### config.mk
export PLATFORM = sky130hd
export DESIGN_NAME = fp_to_int_seq
export DESIGN_NICKNAME = d
export VERILOG_FILES = /design/src/rtl/fp_to_int_seq.sv
export SDC_FILE = /design/constraint.sdc
export NUM_CORES = 1
export LEC_CHECK = 0
export ABC_AREA = 1
export CAP_MARGIN = 30
export CORE_MARGIN = 2
export CORE_UTILIZATION = 45
export DETAILED_ROUTE_END_ITERATION = 12
export PLACE_DENSITY = 0.68
export REMOVE_ABC_BUFFERS = 1
export SYNTH_ARGS = -nofsm -noshare
export SYNTH_HDL_FRONTEND = slang
export SYNTH_SLANG_ARGS = --single-unit
### constraint.sdc
create_clock -name clk -period 3.5 [get_ports clk]
set_clock_uncertainty 0.05 [all_clocks]
set_input_delay 0.7 -clock clk [delete_from_list [all_inputs] [get_ports clk]]
set_output_delay 0.7 -clock clk [all_outputs]
set_load 0.05 [all_outputs]
### src/rtl/fp_to_int_seq.sv
// rtl/fp_to_int_seq.sv - iterative IEEE-754 single to signed 32-bit integer converter (option: FP2I_ROUND_NEAREST_EN)
module fp_to_int_seq #(
  parameter int STEP = 1
) (
  input  logic        clk,
  input  logic        rst,
  input  logic        in_valid,
  output logic        in_ready,
  input  logic [31:0] a,
  output logic        out_valid,
  input  logic        out_ready,
  output logic [31:0] c,
  output logic        ovf,
  output logic        nan,
  output logic        inexact
);

`ifdef FP2I_ROUND_NEAREST_EN
  localparam logic       RNE   = 1'b1;
  localparam logic [7:0] E_MIN = 8'd126;
`else
  localparam logic       RNE   = 1'b0;
  localparam logic [7:0] E_MIN = 8'd127;
`endif

  typedef enum logic [1:0] {IDLE, SHIFT, FIX, DONE} state_t;

  state_t      state_q, state_n;
  logic [31:0] mag_q, mag_n;
  logic        guard_q, guard_n;
  logic        sticky_q, sticky_n;
  logic [4:0]  cnt_q, cnt_n;
  logic        dir_q, dir_n;     // 1 = shift left, 0 = shift right
  logic        sign_q, sign_n;
  logic [31:0] c_n;
  logic        ovf_n, nan_n, inexact_n;

  logic        sg;
  logic [7:0]  ex;
  logic [22:0] man;
  logic [31:0] m_t, mag_r;
  logic        g_t, s_t, inc;
  logic [4:0]  k_t;

  assign in_ready  = (state_q == IDLE) && rst;
  assign out_valid = (state_q == DONE);
  assign sg  = a[31];
  assign ex  = a[30:23];
  assign man = a[22:0];

  // Next-state and datapath: decode on accept, shift up to STEP bits per cycle, round/negate in FIX
  always_comb begin
    state_n   = state_q;
    mag_n     = mag_q;
    guard_n   = guard_q;
    sticky_n  = sticky_q;
    cnt_n     = cnt_q;
    dir_n     = dir_q;
    sign_n    = sign_q;
    c_n       = c;
    ovf_n     = ovf;
    nan_n     = nan;
    inexact_n = inexact;
    m_t       = mag_q;
    g_t       = guard_q;
    s_t       = sticky_q;
    k_t       = cnt_q;
    inc       = 1'b0;
    mag_r     = mag_q;
    case (state_q)
      IDLE: begin
        if (in_valid && in_ready) begin
          ovf_n     = 1'b0;
          nan_n     = 1'b0;
          inexact_n = 1'b0;
          sign_n    = sg;
          if (ex == 8'hFF && man != 23'd0) begin
            c_n     = 32'h7FFF_FFFF;
            nan_n   = 1'b1;
            state_n = DONE;
          end else if (ex == 8'hFF) begin
            c_n     = sg ? 32'h8000_0000 : 32'h7FFF_FFFF;
            ovf_n   = 1'b1;
            state_n = DONE;
          end else if (ex == 8'd158 && sg && man == 23'd0) begin
            // exactly -2^31 is representable
            c_n     = 32'h8000_0000;
            state_n = DONE;
          end else if (ex >= 8'd158) begin
            c_n     = sg ? 32'h8000_0000 : 32'h7FFF_FFFF;
            ovf_n   = 1'b1;
            state_n = DONE;
          end else if (ex < E_MIN) begin
            // denormals fold into this branch as zero
            c_n       = 32'd0;
            inexact_n = (ex != 8'd0) || (man != 23'd0);
            state_n   = DONE;
          end else begin
            mag_n    = {9'd0, 1'b1, man};
            guard_n  = 1'b0;
            sticky_n = 1'b0;
            if (ex >= 8'd150) begin
              dir_n = 1'b1;
              cnt_n = 5'(ex - 8'd150);
            end else begin
              dir_n = 1'b0;
              cnt_n = 5'(8'd150 - ex);
            end
            state_n = (ex == 8'd150) ? FIX : SHIFT;
          end
        end
      end
      SHIFT: begin
        for (int i = 0; i < STEP; i++) begin
          if (k_t != 5'd0) begin
            if (dir_q) begin
              m_t = {m_t[30:0], 1'b0};
            end else begin
              s_t = s_t | g_t;
              g_t = m_t[0];
              m_t = {1'b0, m_t[31:1]};
            end
            k_t = k_t - 5'd1;
          end
        end
        mag_n    = m_t;
        guard_n  = g_t;
        sticky_n = s_t;
        cnt_n    = k_t;
        if (k_t == 5'd0) state_n = FIX;
      end
      FIX: begin
        inc       = RNE && guard_q && (sticky_q || mag_q[0]);
        mag_r     = mag_q + {31'd0, inc};
        c_n       = sign_q ? (~mag_r + 32'd1) : mag_r;
        inexact_n = guard_q | sticky_q;
        state_n   = DONE;
      end
      DONE: begin
        if (out_ready) state_n = IDLE;
      end
      default: state_n = IDLE;
    endcase
  end

  // State register
  always_ff @(posedge clk) begin
    if (!rst) state_q <= IDLE;
    else      state_q <= state_n;
  end

  // Datapath and result registers; reset clears the visible result and flags
  always_ff @(posedge clk) begin
    if (!rst) begin
      mag_q    <= 32'd0;
      guard_q  <= 1'b0;
      sticky_q <= 1'b0;
      cnt_q    <= 5'd0;
      dir_q    <= 1'b0;
      sign_q   <= 1'b0;
      c        <= 32'd0;
      ovf      <= 1'b0;
      nan      <= 1'b0;
      inexact  <= 1'b0;
    end else begin
      mag_q    <= mag_n;
      guard_q  <= guard_n;
      sticky_q <= sticky_n;
      cnt_q    <= cnt_n;
      dir_q    <= dir_n;
      sign_q   <= sign_n;
      c        <= c_n;
      ovf      <= ovf_n;
      nan      <= nan_n;
      inexact  <= inexact_n;
    end
  end

endmodule

---- After elaboration in Yosys (flattened, before gate mapping) ----
Cells that the tools add are included.
storage, ports and cells
  output and inout bits ................... 37
  flip-flop bits (word level) ............. 78
  input port bits ......................... 36
  word-level logic and storage cells ...... 127
operators by class
  magnitude comparators ................... 3
  add/sub/neg operators ................... 4
  reductions and logical operators ........ 22
  bitwise gates (word level) .............. 7
  muxes and demuxes ....................... 63
  equality and inequality tests ........... 17
operator list
  cell                                                 number
  2-to-1 mux 32 bit                                    16
  case mux 32 bit (2 select lines)                     2
  2-to-1 mux 5 bit                                     9
  adder 32 x 1 -> 32 bit (second input constant)       1
  inverter 32 bit                                      1
  equality test 8 bit (second input constant)          3
  logical NOT 23 bit                                   1
  nonzero test 23 bit                                  1
  2-to-1 mux 1 bit                                     22
  2-to-1 mux 2 bit                                     9
  >= comparator 8 bit (second input constant)          2
  != test 2 bit (second input constant)                8
  AND reduction 7 bit                                  2
  case mux 5 bit (2 select lines)                      1
  AND reduction 9 bit                                  1
  < comparator 8 x 7 -> 1 bit (second input constant)  1
  case mux 2 bit (4 select lines)                      1
  AND reduction 8 bit                                  1
  nonzero test 8 bit                                   1
  != test 6 x 1 -> 1 bit (second input constant)       1
  case mux 1 bit (2 select lines)                      3
  AND reduction 3 bit                                  2
  logical AND 1 bit                                    5
  logical NOT 5 bit                                    1
  13 further kinds                                     21

---- Depth between registers and ports, before layout ----
Gate-level depths: netlist of the first run.
  word-level depth ........................ 9
  gate-level depth with buffers ........... 13
  gate-level depth less buffers ........... 13

---- Worst setup path after synthesis of the first run ----
Ideal clock, no wire load.
  path kind ............................... reg-to-reg
  start point ............................. reg state_q[0]
  end point ............................... reg c[17]
  cell stages (with the launch flop) ...... 13
  required time ........................... 3.341 ns
  path buffers ............................ 1
  period minus slack after synthesis ...... 2.041 ns
  arrival ................................. 1.882 ns
  slack ................................... 1.459 ns
  setup time .............................. 0.109 ns
  cell sequence ........................... dfxtp_1 -> inv_1 -> ha_1 -> buf_2 -> nand2_1 -> inv_2 -> nand2_2 -> o21ai_1 -> nand2_4 -> nor2_1 -> nand2_1 -> nand2_1 -> inv_1
between the ends
  longest elaborated chain between the ends .. 5
  elaborated cells on any way between the ends .. 9
  those cells by class .................... eq/ne (3); mux (1); reduce/logical (5)
RTL lines
  item                              RTL line  text
  start: declaration                28        state_t state_q, state_n;
  start signal: assignment          149       else state_q <= state_n;
  logical NOT 2 bit                 45        assign in_ready = (state_q == IDLE) && rst;
  logical AND 1 bit                 45
  via in_ready                      8         output logic in_ready,
  logical AND 1 bit                 72        if (in_valid && in_ready) begin
  != test 2 x 1 -> 1 bit (no line)  n/a
  AND reduction 3 bit (no line)     n/a
  end signal: assignment            172       c <= c_n;
  end: declaration                  12        output logic [31:0] c,
The timed path passes the listed nets, and every way through them passes these cells.
A chain may end at the register's enable or synchronous reset.

---- Worst setup path in the final report of the first run ----
  start point ............................. in a[24]
  end point ............................... reg mag_q[31]
between the ends
  longest elaborated chain between the ends .. 5
  elaborated cells on any way between the ends .. 13
  those cells by class .................... order compare (2); eq/ne (7); reduce/logical (4)
RTL lines
  item                                                                 RTL line  text
  start: declaration                                                   9         input logic [31:0] a,
  branches (longest 4 deep; another with < comparator 8 x 7 -> 1 bit)  n/a
  AND reduction 8 bit (no line) (*)                                    n/a
  end signal: assignment                                               166       mag_q <= mag_n;
  end: declaration                                                     29        logic [31:0] mag_q, mag_n;
Every way passes the cells marked *.

==> metrics.cfg, run 1 <==
[yosys]
synth.top_cell.area_share_pct = 30.3
yosysSeqAreaShare_pct = 30.3
yosys.area.top_type = dfxtp_1
yosys_warnings = 0
netlist_area_sq_um = 5150
synth_cells = 855
netlist_top_cells_area = dfxtp_1, nand2_1, nor2_1
synth_cell_types = 37
ys_ff_latch = 78
avgSynthCellArea_sq_um = 6.02

[critical_path]
worst-path-stages = 12
rrSetupSlack_ns = 1.05
slowest_delay_ns = 0.62
r2r_start = state_q[0]
timing.rr.end = c[10]
crit_type = input port to flop
endpoint = mag_q[31]
cp_top_family = buffers and inverters
critPathRequiredTime_ns = 3.73
arrival_ns = 2.98
crit_slowest_cell = clkdlybuf4s50_1
path_max_fanout = 31
cp-start-kind = input port
worst_setup_path_end_kind = flop
crit_chain = clkdlybuf4s50_1 > ha_1 > nand2_1 > nor2_2 > nand2_2 > nand3_2 > nand2_1 > clkinv_1 > nand3_2 > inv_2 > o21ai_0 > nor2_1
crit_start = a[24]
reg2reg_depth = 11
path_buf_inv = 3

[timing]
slew_viol_final = 0
min_period_ns = 2.76
finalSetupViolations = 0
tns_ns = 0
relSlewSlack_pct = 47.3
worst_slew_pin_slew_ns = 0.789
period_share_pct = 78.7
hold_viol_final = 0
grt_setup_unrepaired = no
max_clock_freq_ghz = 0.363

[cts]
cts-root-buf = clkbuf_16
clk_pin_slew_ns = 0.06
numCtsBuffers = 9
ctsResizeCount = 0
postCtsSetupRepairBufs = 0
cts_buffer_depth = 2
ctsHoldBuffers = 0
clock-sinks = 78
cts_tree = built
clk-insertion-delay-late_ns = 0.35
h-tree-depth = 3

[outcome]
status = finished clean

[global_route]
grt_start_max_net_pins = 67
grt_usage_pct = 26.7
antenna_found_initial = 0
overflow = 0
grt_pass1_vias = 5565
grt_pass1_wl_um = 26900

[cells_and_area]
utilization_pct = 55.0
antenna_cells = 0
final_layout_size_suffix_gt1_share_pct = 4.82
seq_area_sq_um = 1560
filler_cell_count = 1123
multiInputGateArea_sq_um = 3100
layout-area-overhead-vs-synth_pct = 20.3
nNetsFinal = 957

[worst_hold_path]
hold_path_class = flop to flop

[flow_run]
maxCapViolations = 0

[place]
io_buffers = 72
dp_hpwl_um = 11300
gp_congestion = 0.965

[floorplan]
dieWidth_um = 111
fp-row-count = 39
die_y_um = 111
fp.coreArea_sq_um = 11300
pin_count = 73
dieArea_sq_um = 12300
initial_core_util_pct = 45.7

[detailed_routing]
ant_nets = 0
vias = 5880
met3WireLength_um = 1190
vias_per_cell = 5.57
dr.pass1.iters = 6
routed_wl_um = 16000
wl_met2_um = 7240
drt_iter0_drc = 514
wl_met1_um = 7160
top_layer = met4
wire_per_inst_um = 15.2
drc_errors = 0

[power]
peakVddDrop_mv = 0.432
powerDensity_nw_per_um2 = 827
p_leak_nw = 2.86

==> flip-flops by register name (all words and copies together) (netlist names) <==
register and flops:
c 32, mag_q 32, cnt_q 5, state_q 2
dir_q 1, guard_q 1, inexact 1, nan 1
ovf 1, sign_q 1, sticky_q 1
==> how the worst min path moves through the flow <==
stage | startpoint | to | cells past startpoint
floorplan | dir_q | dir_q | 2
global placement | ovf | ovf | 2
detailed placement | nan | nan | 2
CTS | nan | nan | 2
global route | mag_q[29] | mag_q[29] | 2
finish | nan | nan | 2
==> power breakdown <==
part	leakage, nW	internal, mW	switching [mW]
clock network	0.128	0.490	0.368
logic	2.09	0.904	2.01
registers	0.637	1.14	0.218
==> synthesized netlist by cell type (all sizes together) <==
cell	instances
buf	16
and2	1
o21ai	50
ha	12
xnor2	2
and3	1
o22ai	8
o2111ai	1
a21oi	65
nor3	13
nand4	11
o21bai	1
o21a	1
nand3	69
a31oi	2
nand2	224
nor2	167
dfxtp	78
nand3b	1
inv	82
xor2	4
a22oi	2
clkinv	1
a221oi	21
clkbuf	22
==> per-layer routing <==
| layer | up-vias | track usage (%) |
|---|---|---|
| met3 | 36 | 3.77 |
| met1 | 2685 | 36.0 |
| met4 | 0 | 10.4 |
| met2 | 261 | 43.2 |
| li1 | 2898 | - |
| met5 | - | 0 |
==> cells by family (layout without fill, tap and decap cells) <==
kind of cell / count (synthesis) / after routing / share of synthesized area, %
flip-flops: 78 / 78 / 30.3
buffers and inverters: 121 / 178 / 9.45
adder cells (fa/ha/maj): 12 / 12 / 2.91
AND/OR/NAND/NOR: 487 / 487 / 39.6
XOR/XNOR: 6 / 6 / 1.02
AO/OA/AOI/OAI: 151 / 151 / 16.7
==> final cells by class <==
type,instances,share of cell area [%]
multi-input combinational,656,50.1
tap,143,2.89
sequential,78,25.2
clock inverter,2,0.162
clock buffer,12,3.98
inverter,83,5.07
timing repair buffer,81,12.6
==> worst register-to-register path: stages, from the launching register on <==
cell     delay [ns]
dfxtp_1        0.34
inv_1          0.13
ha_1           0.38
nand2_1        0.11
inv_2          0.08
nand2_2        0.11
o21ai_1        0.22
nand2_4        0.22
inv_4          0.32
nand2_8        0.18
nor2_1         0.15
nor2_1         0.06
==> cells in the final DEF (no fill, tap or decap), types with 2 or more instances in the layout <==
| master | Yosys | routed |
|---|---|---|
| a21oi_1 | 65 | 65 |
| o22ai_1 | 8 | 8 |
| o21ai_1 | 10 | 10 |
| xnor2_1 | 2 | 2 |
| inv_2 | 5 | 5 |
| a22oi_1 | 2 | 2 |
| dfxtp_1 | 78 | 78 |
| nand2_1 | 216 | 216 |
| ha_1 | 12 | 12 |
| nand3_2 | 3 | 3 |
| nand2_4 | 2 | 2 |
| nand4_1 | 10 | 10 |
| nor2_2 | 3 | 3 |
| xor2_1 | 4 | 4 |
| a221oi_1 | 21 | 21 |
| buf_4 | 3 | 10 |
| clkdlybuf4s50_1 | 0 | 70 |
| o21ai_0 | 40 | 40 |
| clkinv_2 | 0 | 2 |
| clkbuf_16 | 0 | 9 |
| clkbuf_1 | 22 | 2 |
| nor2_1 | 164 | 164 |
| nor3_1 | 13 | 13 |
| a31oi_1 | 2 | 2 |
| nand3_1 | 66 | 66 |
| inv_1 | 76 | 76 |
| nand2_2 | 5 | 5 |
==> stage by stage <==
stage | total power, mW | instance area [sq um] | cells | hold slack, ns | worst slack [ns]
CTS | 5.10 | 6190 | 1055 | 0.417 | 0.799
detailed placement | 4.24 | 5940 | 1041 | 0.409 | 0.457
floorplan | 3.37 | 4980 | 817 | 0.387 | 0.802
global placement | 4.19 | 5940 | 1041 | 0.408 | 0.557
global route | 5.54 | 6190 | 1055 | 0.457 | 0.571
finish | 5.12 | 6190 | 1055 | 0.422 | 0.745
Power figures use the tool's default switching activity.
==> inputs of run 2 (changes only) <==
- PLACE_DENSITY: 0.68 -> 0.7
- clock period: 3.5 -> 2.5 ns (I/O delays scaled with it)
==> run 2 against run 1 <==
- core utilization is 2.0 points higher
- combinational power increased by 43%
- total power grew 46%
- critical path depth down 10
- first-iteration DRC count is 8.4% lower
==> metrics.cfg, run 2 (synthesized netlist as in run 1, its figures left out) <==
[outcome]
status = finished clean  ; unchanged

[floorplan]
dieWidth_um = 111  ; unchanged
initial_core_util_pct = 45.7  ; unchanged
fp.coreArea_sq_um = 11300  ; unchanged
dieArea_sq_um = 12300  ; unchanged
fp-row-count = 39  ; unchanged
pin_count = 73  ; unchanged
die_y_um = 111  ; unchanged

[cells_and_area]
antenna_cells = 0  ; unchanged
layout_common_cells = nand2_1, nor2_1, dfxtp_1  ; unchanged
instances_no_fill = 1075  ; was 1055
finalInstanceArea_sq_um = 6420  ; was 6190 sq um
nNetsFinal = 975  ; was 957
final_layout_size_suffix_gt1_share_pct = 7.08  ; was 4.82%
final_common_cell = nand2_1  ; unchanged
top_regs = c x32, mag_q x32, cnt_q x5  ; unchanged
layout-area-overhead-vs-synth_pct = 24.7  ; was 20.3%
filler_cell_count = 1182  ; was 1123

[detailed_routing]
dr.pass1.iters = 5  ; was 6
vias_per_cell = 5.36  ; was 5.57
vias = 5767  ; was 5880
ant_nets = 0  ; unchanged
drt_iter0_drc = 471  ; was 514
routed_wl_um = 15300  ; was 16000 um
drc_errors = 0  ; unchanged
wire_per_inst_um = 14.2  ; was 15.2 um

[cts]
h-tree-depth = 3  ; unchanged
clock-sinks = 78  ; unchanged
ctsHoldBuffers = 0  ; unchanged
numCtsBuffers = 9  ; unchanged
ctsResizeCount = 0  ; unchanged
postCtsSetupRepairBufs = 0  ; unchanged
clk_pin_slew_ns = 0.06  ; about the same
clk-insertion-delay-late_ns = 0.35  ; about the same
cts-root-buf = clkbuf_16  ; unchanged
cts_buffer_depth = 2  ; unchanged
cts_tree = built  ; unchanged

[place]
preCtsSetupSlack_ns = -0.0469  ; was 0.457 ns
gp_congestion = 0.949  ; was 0.965
io_buffers = 72  ; unchanged
dp_cells = 1059  ; was 1041
dp_hpwl_um = 10900  ; was 11300 um
placed_cell_area_sq_um = 6100  ; was 5940 sq um

[worst_hold_path]
hold_path_class = flop to flop  ; unchanged

[global_route]
antenna_found_initial = 0  ; unchanged
overflow = 0  ; unchanged
grt_usage_pct = 24.9  ; was 26.7%
grt_pass1_wl_um = 25400  ; was 26900 um
grt_pass1_vias = 5274  ; was 5565
grt_start_max_net_pins = 46  ; was 67

[critical_path]
r2r_start = state_q[0]  ; unchanged
timing.rr.end = c[8]  ; was c[10]
rrSetupSlack_ns = 0.40  ; was 1.05 ns
cp-start-kind = flop  ; was input port
worst_setup_path_end_kind = output port  ; was flop
critPathRequiredTime_ns = 1.95  ; was 3.73 ns
reg2reg_depth = 9  ; was 11
crit_type = flop to output port  ; was input port to flop
endpoint = out_valid  ; was mag_q[31]
crit_start = state_q[0]  ; was a[24]
path_max_fanout = 4  ; was 31
arrival_ns = 1.74  ; was 2.98 ns

[timing]
slew_viol_final = 0  ; unchanged
min_period_ns = 2.29
finalSetupViolations = 0  ; unchanged
worst_slew_pin_slew_ns = 0.704  ; was 0.789 ns
relSlewSlack_pct = 52.6  ; was 47.3%
period_share_pct = 91.5
grt_setup_unrepaired = no  ; unchanged
max_clock_freq_ghz = 0.437
hold_viol_final = 0  ; unchanged
final.setup.worst_slack_ns = 0.212  ; was 0.745 ns

[flow_run]
maxCapViolations = 0  ; unchanged

[power]
p_leak_nw = 2.97  ; was 2.86 nW
powerDensity_nw_per_um2 = 1170  ; was 827 nW/um^2
peakVddDrop_mv = 0.624  ; was 0.432 mV

==> run 2: stage by stage <==
stage	total power [mW]	setup TNS, ns	util (%)	hold slack [ns]
after global routing	8.06	0	57.0	0.453
after detailed placement	6.03	-0.510	54.1	0.417
after CTS	7.48	0	57.0	0.430
final	7.50	0	57.0	0.436
after global placement	6.01	-0.00109	54.1	0.406
after floorplan	4.71	-1.33	-	0.387
==> run 2: critical path: stages, from the launching register on <==
cell and delay, ns:
dfxtp_1 0.40, ha_1 0.19, clkdlybuf4s50_1 0.80
==> run 2: worst min-delay path by stage <==
stage	from	end	depth (start not counted)
final	nan	nan	2
after global placement	dir_q	dir_q	2
after detailed placement	dir_q	dir_q	2
after global routing	cnt_q[0]	cnt_q[0]	2
after floorplan	dir_q	dir_q	2
after CTS	nan	nan	2
==> run 2: area by class of cell <==
class	instances	area (sq um)	area share, %
clock buffers	10	239	3.72
clock inverters	6	85.1	1.32
inverters	83	314	4.89
multi-input cells	656	3100	48.3
flip-flops and latches	78	1560	24.3
well taps	143	179	2.79
repair buffers	99	941	14.7
==> run 2: report_power, final <==
group / switching [mW] / internal (mW) / leakage (nW)
clock network: 0.553 / 0.898 / 0.154
logic: 2.81 / 1.37 / 2.18
registers: 0.283 / 1.59 / 0.637
total: 3.64 / 3.86 / 2.97
==> run 2: per-layer routing <==
| layer | vias to the layer above | part of all wire (%) | global-route usage (%) |
|---|---|---|---|
| met5 | - | 0 | 0 |
| met4 | 0 | 2.2 | 9.50 |
| li1 | 2928 | - | - |
| met2 | 203 | 45 | 40.1 |
| met3 | 28 | 6.0 | 2.90 |
| met1 | 2608 | 47 | 34.2 |
